<file path="src/rtl/serv_mem_pkg.sv">
// Shared types and helpers for the SERV bit-serial memory adapter.
// State encoding, access size codes, and per-size msb / lane-select / alignment helpers.
package serv_mem_pkg;

  typedef enum logic [1:0] {
    StIdle,
    StShiftIn,
    StBus,
    StShiftOut
  } state_e;

  localparam logic [1:0] SZ_BYTE = 2'd0;
  localparam logic [1:0] SZ_HALF = 2'd1;
  localparam logic [1:0] SZ_WORD = 2'd2;

  // Index of the most significant valid bit of a load of the given size.
  function automatic logic [4:0] size_msb(input logic [1:0] size);
    case (size)
      SZ_BYTE: return 5'd7;
      SZ_HALF: return 5'd15;
      default: return 5'd31;
    endcase
  endfunction

  // Byte lanes touched by an access of the given size at the given address offset.
  function automatic logic [3:0] size_sel(input logic [1:0] size, input logic [1:0] lsb);
    case (size)
      SZ_BYTE: return 4'b0001 << lsb;
      SZ_HALF: return lsb[1] ? 4'b1100 : 4'b0011;
      default: return 4'b1111;
    endcase
  endfunction

  // Requests that cannot be issued: unaligned half/word, or the reserved size code.
  function automatic logic misaligned(input logic [1:0] size, input logic [1:0] lsb);
    case (size)
      SZ_BYTE: return 1'b0;
      SZ_HALF: return lsb[0];
      SZ_WORD: return |lsb;
      default: return 1'b1;
    endcase
  endfunction

endpackage

</file>
<file path="src/rtl/serv_mem_ldser.sv">
// Data register of the memory adapter plus the load-side serializer.
// Collects store bits one at a time, captures an aligned load word, and emits the
// extended load bit selected by the shared bit counter.
module serv_mem_ldser (
  input  logic        clk,
  input  logic        rst,
  input  logic        bit_wr,
  input  logic        bit_in,
  input  logic [4:0]  cnt,
  input  logic        word_wr,
  input  logic [31:0] word_in,
  input  logic [4:0]  msb,
  input  logic        sgn,
  output logic [31:0] data,
  output logic        ld
);

  // Data register: whole-word capture on load ack, single-bit writes while shifting in.
  always_ff @(posedge clk or posedge rst) begin
    if (rst) begin
      data <= '0;
    end else if (word_wr) begin
      data <= word_in;
    end else if (bit_wr) begin
      data[cnt] <= bit_in;
    end
  end

  // Above the access msb the bit becomes the sign (or zero) extension.
  always_comb begin
    ld = 1'b0;
    if (cnt <= msb) begin
      ld = data[cnt];
    end else begin
      ld = sgn & data[msb];
    end
  end

endmodule

</file>
<file path="src/rtl/serv_mem_serdes.sv">
// Bit-serial memory data adapter between the SERV datapath and a 32-bit Wishbone bus.
// Stores shift a 32-bit operand in LSB first, then issue one replicated write; loads issue
// one read, then shift the aligned, extended result out LSB first.
// Optional bus timeout enabled by defining SERV_MEM_SERDES_TIMEOUT_EN.
module serv_mem_serdes
  import serv_mem_pkg::*;
#(
  parameter int unsigned TO_CYCLES = 255
) (
  input  logic        i_clk,
  input  logic        i_rst,
  input  logic        i_start,
  input  logic        i_we,
  input  logic [1:0]  i_size,
  input  logic [1:0]  i_lsb,
  input  logic        i_signed,
  input  logic        i_sd,
  input  logic        i_sd_en,
  output logic        o_ld,
  output logic        o_ld_en,
  output logic        o_busy,
  output logic        o_done,
  output logic        o_err,
  output logic        o_wb_cyc,
  output logic        o_wb_we,
  output logic [3:0]  o_wb_sel,
  output logic [31:0] o_wb_dat,
  input  logic [31:0] i_wb_rdt,
  input  logic        i_wb_ack
);

  state_e      state_q, state_d;
  logic [4:0]  cnt_q, cnt_d;
  logic        we_q, sgn_q;
  logic [1:0]  size_q, lsb_q;
  logic        done_q, done_d;
  logic        err_q, err_d;
  logic        bit_wr, word_wr;
  logic        ld_bit;
  logic [31:0] data;
  logic [31:0] rdt_aligned;
  logic [31:0] wdat;
  logic        in_bus;
  logic        to_hit;

`ifdef SERV_MEM_SERDES_TIMEOUT_EN
  logic [7:0] to_cnt_q;

  // Bus wait counter; held at zero outside BUS so every entry starts from zero.
  always_ff @(posedge i_clk or posedge i_rst) begin
    if (i_rst) begin
      to_cnt_q <= '0;
    end else if (state_q == StBus) begin
      to_cnt_q <= to_cnt_q + 8'd1;
    end else begin
      to_cnt_q <= '0;
    end
  end

  // Last permitted bus cycle: give up if no ack arrives in it.
  assign to_hit = (to_cnt_q == 8'(TO_CYCLES - 1));
`else
  logic unused_to;
  assign unused_to = ^TO_CYCLES;
  assign to_hit    = 1'b0;
`endif

  assign in_bus      = (state_q == StBus);
  assign rdt_aligned = i_wb_rdt >> {lsb_q, 3'b000};

  serv_mem_ldser u_ldser (
    .clk     (i_clk),
    .rst     (i_rst),
    .bit_wr  (bit_wr),
    .bit_in  (i_sd),
    .cnt     (cnt_q),
    .word_wr (word_wr),
    .word_in (rdt_aligned),
    .msb     (size_msb(size_q)),
    .sgn     (sgn_q),
    .data    (data),
    .ld      (ld_bit)
  );

  // State, counter and completion pulses.
  always_ff @(posedge i_clk or posedge i_rst) begin
    if (i_rst) begin
      state_q <= StIdle;
      cnt_q   <= '0;
      done_q  <= 1'b0;
      err_q   <= 1'b0;
    end else begin
      state_q <= state_d;
      cnt_q   <= cnt_d;
      done_q  <= done_d;
      err_q   <= err_d;
    end
  end

  // Request attributes are captured only when a new request is accepted in IDLE.
  always_ff @(posedge i_clk or posedge i_rst) begin
    if (i_rst) begin
      we_q   <= 1'b0;
      size_q <= SZ_BYTE;
      lsb_q  <= '0;
      sgn_q  <= 1'b0;
    end else if ((state_q == StIdle) && i_start) begin
      we_q   <= i_we;
      size_q <= i_size;
      lsb_q  <= i_lsb;
      sgn_q  <= i_signed;
    end
  end

  // Next-state logic and data-register write strobes.
  always_comb begin
    state_d = state_q;
    cnt_d   = cnt_q;
    done_d  = 1'b0;
    err_d   = 1'b0;
    bit_wr  = 1'b0;
    word_wr = 1'b0;
    unique case (state_q)
      StIdle: begin
        if (i_start) begin
          if (misaligned(i_size, i_lsb)) begin
            err_d = 1'b1;
          end else if (i_we) begin
            state_d = StShiftIn;
          end else begin
            state_d = StBus;
          end
        end
      end
      StShiftIn: begin
        if (i_sd_en) begin
          bit_wr = 1'b1;
          cnt_d  = cnt_q + 5'd1;
          if (cnt_q == 5'd31) begin
            state_d = StBus;
          end
        end
      end
      StBus: begin
        if (i_wb_ack) begin
          if (we_q) begin
            done_d  = 1'b1;
            state_d = StIdle;
          end else begin
            word_wr = 1'b1;
            state_d = StShiftOut;
          end
        end else if (to_hit) begin
          err_d   = 1'b1;
          state_d = StIdle;
        end
      end
      StShiftOut: begin
        cnt_d = cnt_q + 5'd1;
        if (cnt_q == 5'd31) begin
          done_d  = 1'b1;
          state_d = StIdle;
        end
      end
      default: begin
        state_d = StIdle;
      end
    endcase
  end

  // Write data with the operand replicated across every lane it could land in.
  always_comb begin
    wdat = '0;
    if (in_bus) begin
      case (size_q)
        SZ_BYTE: wdat = {4{data[7:0]}};
        SZ_HALF: wdat = {2{data[15:0]}};
        default: wdat = data;
      endcase
    end
  end

  assign o_busy   = (state_q != StIdle);
  assign o_done   = done_q;
  assign o_err    = err_q;
  assign o_wb_cyc = in_bus;
  assign o_wb_we  = in_bus & we_q;
  assign o_wb_sel = in_bus ? size_sel(size_q, lsb_q) : 4'b0000;
  assign o_wb_dat = wdat;
  assign o_ld_en  = (state_q == StShiftOut);
  assign o_ld     = o_ld_en & ld_bit;

endmodule

</file>
<file path="config.mk">
export PLATFORM = sky130hd
export DESIGN_NAME = serv_mem_serdes
export DESIGN_NICKNAME = d
export VERILOG_FILES = /design/src/rtl/serv_mem_pkg.sv /design/src/rtl/serv_mem_ldser.sv /design/src/rtl/serv_mem_serdes.sv
export SDC_FILE = /design/constraint.sdc
export NUM_CORES = 1
export LEC_CHECK = 0
export BUFFER_PORTS_ARGS = -buffer_cell sky130_fd_sc_hd__buf_4
export CORE_UTILIZATION = 30
export DETAILED_ROUTE_END_ITERATION = 12
export PLACE_DENSITY_LB_ADDON = 0.3
export REMOVE_ABC_BUFFERS = 1
export SLEW_MARGIN = 15
export SYNTH_ARGS = -nofsm -noshare
export SYNTH_HDL_FRONTEND = slang
export SYNTH_SLANG_ARGS = --single-unit
</file>
<file path="constraint.sdc">
create_clock -name i_clk -period 2.31 [get_ports i_clk]
set_input_delay 0.1155 -clock i_clk [delete_from_list [all_inputs] [get_ports i_clk]]
set_output_delay 0.1155 -clock i_clk [all_outputs]
set_load 0.01 [all_outputs]
</file>
[Word-level counts from Yosys, hierarchy flattened]
Index checks and enable logic that the tools add are counted.
Word-level totals
  flip-flop bits (word level): 47
Cells by class
  add/subtract/negate cells: 1
  magnitude comparators: 4
  eq/ne operators: 13
  shift-type cells: 2
  mux-type cells: 42
  bitwise logic cells: 3
  reductions and logical operators: 11
Operator list (number)
  two-way mux 32 bit: 3
  one-hot mux 32 bit (2 select lines): 1
  bitwise mux 32 bit: 1
  >> shifter 32 x 5 -> 32 bit: 1
  one-hot mux 5 bit (2 select lines): 2
  two-way mux 1 bit: 17
  two-way mux 2 bit: 8
  less-than comparator 5 x 6 -> 1 bit (second input constant): 2
  binary-select mux 1 bit (select 5 bit): 2
  != test 2 bit (second input constant): 5
  two-way mux 4 bit: 2
  one-hot mux 2 bit (4 select lines): 1
  one-hot mux 4 bit (2 select lines): 1
  equality test 2 x 1 -> 1 bit (second input constant): 3
  equality test 2 bit (second input constant): 3
  logical NOT 2 bit: 3
  AND reduction 6 bit: 1
  nonzero test 2 bit: 3
  adder 5 x 1 -> 5 bit (second input constant): 1
  demux 1 bit (select 5 bit): 1
  equality test 5 bit (second input constant): 1
  >= comparator 5 x 1 -> 1 bit (second input constant): 1
  less-or-equal comparator 5 bit: 1
  two-way mux 5 bit: 1
  other kinds (8): 11

[Depth between registers and ports, before layout]
Gate-level depths: netlist of run 1.
  word-level depth: 7
  mapped depth: 8
  depth with buffers taken out: 7

[Hierarchy]
From an unflattened synthesis of run 1, not the netlist that was laid out.
Second synthesis, totals
  cells, all modules: 519
  area total of the unflattened synthesis: 4274.1 sq um
By module, submodules not included
  serv_mem_ldser: instances 1, cells each 260, area an instance 2418.6 sq um, seq. area each 800.8 sq um
  serv_mem_serdes: instances 1, cells each 259, area an instance 1855.5 sq um, seq. area each 375.4 sq um

[Worst setup path before layout of run 1]
Ideal clock, no wire load.
  path type: reg2reg
  start point: reg cnt_q[1]
  end point: reg state_q[0]
  library setup time: 118 ps
  data arrival time: 1784 ps
  data required time: 2192 ps
  path slack: 408 ps
  cell stages (with the launch flop): 8
  buffers on the path: 1
  clock period less this slack: 1902 ps
  cells stage by stage: dfrtp_1 > ha_1 > clkbuf_1 > and3_1 > ha_1 > a222oi_1 > a2111oi_0 > a21o_1
Between the ends
  word-level cells in the longest chain between the ends: 3
  elaborated cells between the ends (all ways): 4
  those cells by class: eq/ne (3); reduce/logical (1)
Ends and longest elaborated chain
  start: declaration: line serv_mem_serdes.sv:33  | logic [4:0] cnt_q, cnt_d;
  start signal: assignment: line serv_mem_serdes.sv:94  | cnt_q <= cnt_d;
  equality test 5 bit *: line serv_mem_serdes.sv:139, serv_mem_serdes.sv:160
  != test 2 bit (no line) or != test 2 x 1 -> 1 bit (tied branches)
  AND reduction 6 bit (no line) *
  end signal: assignment: line serv_mem_serdes.sv:88  | state_q <= StIdle;
  end signal: assignment: line serv_mem_serdes.sv:93  | state_q <= state_d;
  end: declaration: line serv_mem_serdes.sv:32  | state_e state_q, state_d;
Mark *: on every way between the ends. The rest lies on a longest branch, timed or not.
A chain may end at the register's enable or synchronous reset.

[Worst setup path after layout of run 1]
  start point: reg cnt_q[1]
  end point: out o_ld
Between the ends
  word-level cells in the longest chain between the ends: 4
  elaborated cells between the ends (all ways): 5
  those cells by class: order compare (1); mux (3); bitwise (1)
Ends and longest elaborated chain
  binary-select mux 1 bit (select 5 bit): line serv_mem_ldser.sv:33  | ld = data[cnt];
  two-way mux 1 bit (not written as such): line serv_mem_ldser.sv:33
  two-way mux 1 bit *: line serv_mem_ldser.sv:32  | if (cnt <= msb) begin
  AND 1 bit *: line serv_mem_serdes.sv:191  | assign o_ld = o_ld_en & ld_bit;
  end: declaration: line serv_mem_serdes.sv:19  | output logic o_ld,
Mark *: on every way between the ends. The rest lies on a longest branch, timed or not. The select of a mux whose other input is x is not followed.

==> out/metrics.yaml, run 1 <==
grt:
  grt_pass1_vias: 3773
  track_usage_pct: 19.5
  grt_pass1_wl_mm: 19.9
  grt_remaining_overflow: 0
  antenna_found_initial: 0
  grt_max_degree: 33
route:
  vias_per_cell: 5.37
  wl_per_cell_um: 18.2
  detail-route-antenna-nets: 0
  totalWireLength_mm: 12.7
  via_count: 3762
  first_iter_violations: 343
  first_pass_iters: 6
  drc: 0
sta:
  fin_crit_sh_pct: 96.3
  max_slew_margin_pct: 25.4
  clock_skew_ps: 9.65
  rsz0062_at_grt: "false"
  max_freq_ghz: 0.449
  finalSetupViolCount: 0
  finalHoldViolCount: 0
  slew_violations: 0
  min_period_ps: 2230
  tightest_slew_ps: 1120
synthesis:
  synth_edf_count: 0
  netlist_area_mm2: 0.00385
  syn_avg_cell_area_um2: 8.59
  netlist_top_cells_count: "mux2i_1 (64), nand2_1 (57), dfrtp_1 (47), nor2_1 (45), a21oi_1 (35)"
  synth_cell_types: 58
  synthCells: 448
  ys.flop_type: "dfrtp_1"
  synth_top_area_share_pct: 30.6
  seq_area_frac_synth_pct: 30.6
  synth-seq-cells: 47
  yosysWarningCount: 0
  async_flop_share_pct: 100
  yosysMostFrequentCell: "mux2i_1"
  synth_top_area_cell: "dfrtp_1"
  ys_top_cells_by_area: "dfrtp_1 (31%), mux2i_1 (17%), nand2_1 (5.6%)"
finish:
  final_core_util_pct: 40.3
  design_area_mm2: 0.00494
  fill_cells: 1242
  area_growth_pct: 28.4
  n_antenna_cell: 0
  drive_above_1_share_pct: 27.6
  final_nets: 582
pwr:
  leakagePower_uw: 0.00225
  ir_drop_mv: 0.480
  power_density_mw_per_mm2: 1420
worst_setup_path:
  ff2ff_path_depth: 7
  cp_common_cell: "buf_4"
  cp_max_fo: 9
  slowest_stage: "dfrtp_1"
  end_kind: "output pin"
  r2r_setup_slack_ps: 230
  regToRegEndpoint: "state_q[1]"
  crit_required_ps: 2190
  cp_top_family: "compound AO/OA/AOI/OAI gates"
  cp.arrival_ps: 2110
  slowest_delay_ps: 360
  worstSetupPathType: "flip-flop to output pin"
  cp-start-kind: "flip-flop"
  path_cells: "buf_4 -> ha_2 -> nand2b_1 -> o2bb2ai_1 -> a221oi_2 -> nand4_1 -> o22ai_1 -> buf_4"
  crit-reg2reg-launch: "cnt_q[1]"
  worst-path-buf-inv: 2
clock_network:
  clkLatencyLatePin_ps: 290
  htreeDepth: 2
  clk_pin_slew_worst_paths_ps: 70
  cts_buffers: 5
  tritoncts: "done"
  clock_path_buffers: 2
  cts-root-buf: "clkbuf_16"
  clock-sinks: 47
floorplan:
  rows: 40
  core_mm2: 0.0123
  die_w_um: 115
  dieArea_mm2: 0.0133
  start_util_pct: 31.4
  io_pins: 87
  die_y_um: 115
placed_design:
  place_area_mm2: 0.00472
  dp.final_hpwl_mm: 9.33
  gp_congestion: 0.868
  port_buffers: 86
outcome:
  status: "finished, final reports clean"
flow_run:
  drv_cap: 0
hold_path:
  worstHoldEndpoint: "sgn_q"
  hp-class: "primary input to flip-flop"
  whs_path_depth: 2
  hp-start: "i_signed"
[area by class of cell]
| cell class | count | area (um2) | share of cell area [%] |
|---|---|---|---|
| clock buffer | 6 | 129 | 2.61 |
| clock inverter | 2 | 60.1 | 1.22 |
| inverter | 7 | 26.3 | 0.532 |
| multi-input combinational | 357 | 2460 | 49.9 |
| sequential | 47 | 1180 | 23.8 |
| tap | 168 | 210 | 4.26 |
| timing repair buffer | 114 | 871 | 17.6 |
[state kept, by name, indices dropped and copies added (netlist names)]
register and flops:
u_ldser.data 32, cnt_q 5, lsb_q 2, size_q 2, state_q 2, o_done 1, o_err 1, sgn_q 1
we_q 1
[stage by stage]
step	power [uW]	hold WS, ps	setup TNS [ps]	instances	worst slack (ps)
after global placement	5910	234	0	691	280
after floorplan	4140	232	-5680	411	-510
after detailed placement	5990	228	0	691	179
after global routing	7460	62.7	0	701	0.882
final	6990	61.8	0	701	84.5
after CTS	6970	62.0	0	700	60.6
[power by group]
group | total [uW] | internal (uW) | switching (uW)
Sequential | 1810 | 1220 | 594
Combinational | 4240 | 1990 | 2250
Clock | 946 | 621 | 325
Total | 6990 | 3830 | 3160
[logic make-up (layout without fill, tap and decap cells)]
family	after synthesis	in the layout	synth area share [%]
flip-flops	47	47	30.6
buffers and inverters	44	129	5.56
multiplexers	85	85	25.0
AND/OR/NAND/NOR	166	166	20.9
XOR/XNOR	3	3	0.683
AO/OA/AOI/OAI	97	97	15.4
adder cells (fa/ha/maj)	6	6	1.95
[layout by cell type (no fill, tap or decap), types with 4 or more instances in the layout]
master,netlist,layout
ha_1,6,5
o21ai_1,12,12
mux2i_1,64,64
dfrtp_1,47,46
mux2_2,13,13
a211oi_1,8,8
nand2b_1,7,7
or3_1,8,8
o211ai_1,8,8
nor2_1,45,45
mux4_1,4,4
a21oi_1,35,35
a311oi_1,4,4
nand3b_1,4,4
clkbuf_16,0,5
inv_1,6,4
nand2_1,57,57
nor3_1,15,15
o21ai_0,14,14
buf_4,1,112
and2_1,10,10
[worst max-delay path by stage]
stage                          start               end  slack (ps)  cells after the start
after floorplan           state_q[0]  u_ldser.data[28]        -510                      5
after global placement      cnt_q[0]              o_ld         280                      7
after detailed placement    cnt_q[0]        state_q[0]         180                      6
after CTS                  size_q[1]              o_ld          60                      8
after global routing        cnt_q[1]              o_ld         0.9                      8
final                       cnt_q[1]              o_ld          80                      8
[timing repair]
action                                  CTS  global route
setup buffers                             0             1
endpoints found under the setup margin    1             1
hold buffers                              1             0
pin swaps                                 0             0
endpoints found under the hold margin    20             0
gates resized for setup                   2             2
cloned                                    0             0
[metal layers]
layer  track usage [%]  up-vias  share of wire [%]
met2              34.5      142                 50
met1              24.6     1830                 43
met5                 0        -                  0
li1                  -     1772                  -
met4              4.94        0                1.5
met3              3.22       18                6.0
Power figures use the tool's default switching activity.
==> run 2, diff against run 1 <==
Settings changed: BUFFER_PORTS_ARGS -buffer_cell sky130_fd_sc_hd__buf_4 to unset, DONT_BUFFER_PORTS set to 1.
==> out/metrics.yaml, run 2 (synthesis gave the netlist of run 1 again) <==
route:
  totalWireLength_mm: 12.6  # was 12.7 mm
  drc: 0  # unchanged
  wl_per_cell_um: 20.0  # was 18.2 um
  vias_per_cell: 5.47  # was 5.37
  detail-route-antenna-nets: 0  # unchanged
  via_count: 3440  # was 3,762
  first_pass_iters: 4  # was 6
  first_iter_violations: 191  # was 343
pwr:
  leakagePower_uw: 0.00186  # was 0.00225 uW
  ir_drop_mv: 0.462  # was 0.480 mV
  power_density_mw_per_mm2: 1410  # was 1420 mW/mm2
worst_setup_path:
  cp.arrival_ps: 2080  # was 2110 ps
  crit_required_ps: 2190  # about the same
  cp_max_fo: 5  # was 9
  end_kind: "output pin"  # unchanged
  worstSetupPathType: "flip-flop to output pin"  # unchanged
  cp-start-kind: "flip-flop"  # unchanged
sta:
  max_slew_margin_pct: 25.6  # was 25.4%
  min_period_ps: 2200  # was 2230 ps
  fin_crit_sh_pct: 95.1  # was 96.3%
  tightest_slew_ps: 1110  # was 1120 ps
  slew_violations: 0  # unchanged
  layout_setup_ws_ps: 112  # was 84.5 ps
  clock_skew_ps: 6.54  # was 9.65 ps
  max_freq_ghz: 0.455  # was 0.449 GHz
  finalSetupViolCount: 0  # unchanged
  fin_setup_tns_ps: 0  # unchanged
  finalHoldViolCount: 0  # unchanged
finish:
  final_common_cell: "mux2i_1"  # was buf_4
  largest_reg_flops: 32  # unchanged
  final_cell_mix: "mux2i_1 (64), nand2_1 (57), dfrtp_1 (46)"  # was buf_4 (112), mux2i_1 (64), nand2_1 (57)
  area_growth_pct: 13.6  # was 28.4%
  largestRegisters: "u_ldser.data x32, cnt_q x5"  # unchanged
  top_register: "u_ldser.data"  # unchanged
  n_antenna_cell: 0  # unchanged
  final_nets: 510  # was 582
  drive_above_1_share_pct: 13.4  # was 27.6%
grt:
  grt_pass1_wl_mm: 19.5  # was 19.9 mm
  antenna_found_initial: 0  # unchanged
  grt_remaining_overflow: 0  # unchanged
  grt_max_degree: 33  # unchanged
  grt_pass1_vias: 3497  # was 3,773
  track_usage_pct: 19.6  # was 19.5%
outcome:
  status: "finished, final reports clean"  # unchanged
placed_design:
  gp_congestion: 0.836  # was 0.868
  dp.final_hpwl_mm: 9.22  # was 9.33 mm
  preCtsSetupSlack_ps: 324  # was 179 ps
  port_buffers: 0  # was 86
floorplan:
  start_util_pct: 31.4  # unchanged
  io_pins: 87  # unchanged
  dieArea_mm2: 0.0133  # unchanged
  die_w_um: 115  # unchanged
  core_mm2: 0.0123  # unchanged
  die_y_um: 115  # unchanged
  rows: 40  # unchanged
clock_network:
  tritoncts: "done"  # unchanged
  clock_path_buffers: 2  # unchanged
  htreeDepth: 2  # unchanged
  cts_buffers: 5  # unchanged
  clk_pin_slew_worst_paths_ps: 70  # about the same
  clkLatencyLatePin_ps: 300  # was 290 ps
  clock-sinks: 47  # unchanged
  cts-root-buf: "clkbuf_16"  # unchanged
flow_run:
  drv_cap: 0  # unchanged
hold_path:
  hp-class: "primary input to flip-flop"  # unchanged
## run 2: cell count changes in the layout (fill, tap and decap cells not counted), sizes merged
cell / change
buf: -84
bufinv: -2
clkbuf: +1
dlygate4sd3: +12
inv: +1
## run 2: power breakdown
part           internal, uW  switching (uW)  leakage (uW)
registers              1220             527      0.000575
logic                  1520            2170       0.00121
clock network           401             322     0.0000679
## run 2: worst max-delay path, cell delays in order, from the launching register on
cell and delay, ps:
dfrtp_1 400, inv_2 80, ha_1 310, nand2b_1 110, o2bb2ai_1 100, a221oi_2 300
nand4_1 130, o22ai_1 200, buf_4 160
## run 2: area by class of cell
cell class,count,area (um2)
Fill cell,1276,7890
Multi-Input combinational cell,357,2470
Sequential cell,47,1180
Timing Repair Buffer,42,348
Tap cell,168,210
Clock buffer,7,133
Inverter,7,26.3
Clock inverter,1,5.00
## run 2: path summary, 6_finish.rpt
path,from,to,slack [ps],cells after the start
max,size_q[1],o_ld,110,8
min,i_wb_rdt[18],u_ldser.data[10],4,2
max reg2reg,state_q[0],state_q[1],330,6
min reg2reg,sgn_q,sgn_q,540,1
max in group asynchronous,i_rst,cnt_q[0],1500,3
min in group asynchronous,i_rst,sgn_q,190,2
## run 2: timing repair
item	CTS	global route
setup endpoints to repair	0	1
buffers inserted	0	0
endpoints found under the hold margin	59	0
hold buffers	13	0
resized for setup	0	3
## run 2: metal layers
layer	global-route usage (%)	part of all wire (%)	vias to the layer above
li1	-	-	1622
met1	24.0	42	1691
met2	34.2	50	110
met3	4.43	6.5	17
met4	5.71	1.5	0
met5	0	0	-
## run 2: per-stage QoR
step | std cells | instance area, um2 | hold WS [ps] | util [%] | power (uW)
after floorplan | 411 | 3660 | 232 | - | 4140
after global placement | 608 | 4090 | -66.1 | 33.4 | 5370
after detailed placement | 608 | 4090 | -64.3 | 33.4 | 5420
after CTS | 629 | 4360 | 3.40 | 35.6 | 6180
after global routing | 629 | 4370 | 15.3 | 35.6 | 6630
final | 629 | 4370 | 4.14 | 35.6 | 6170
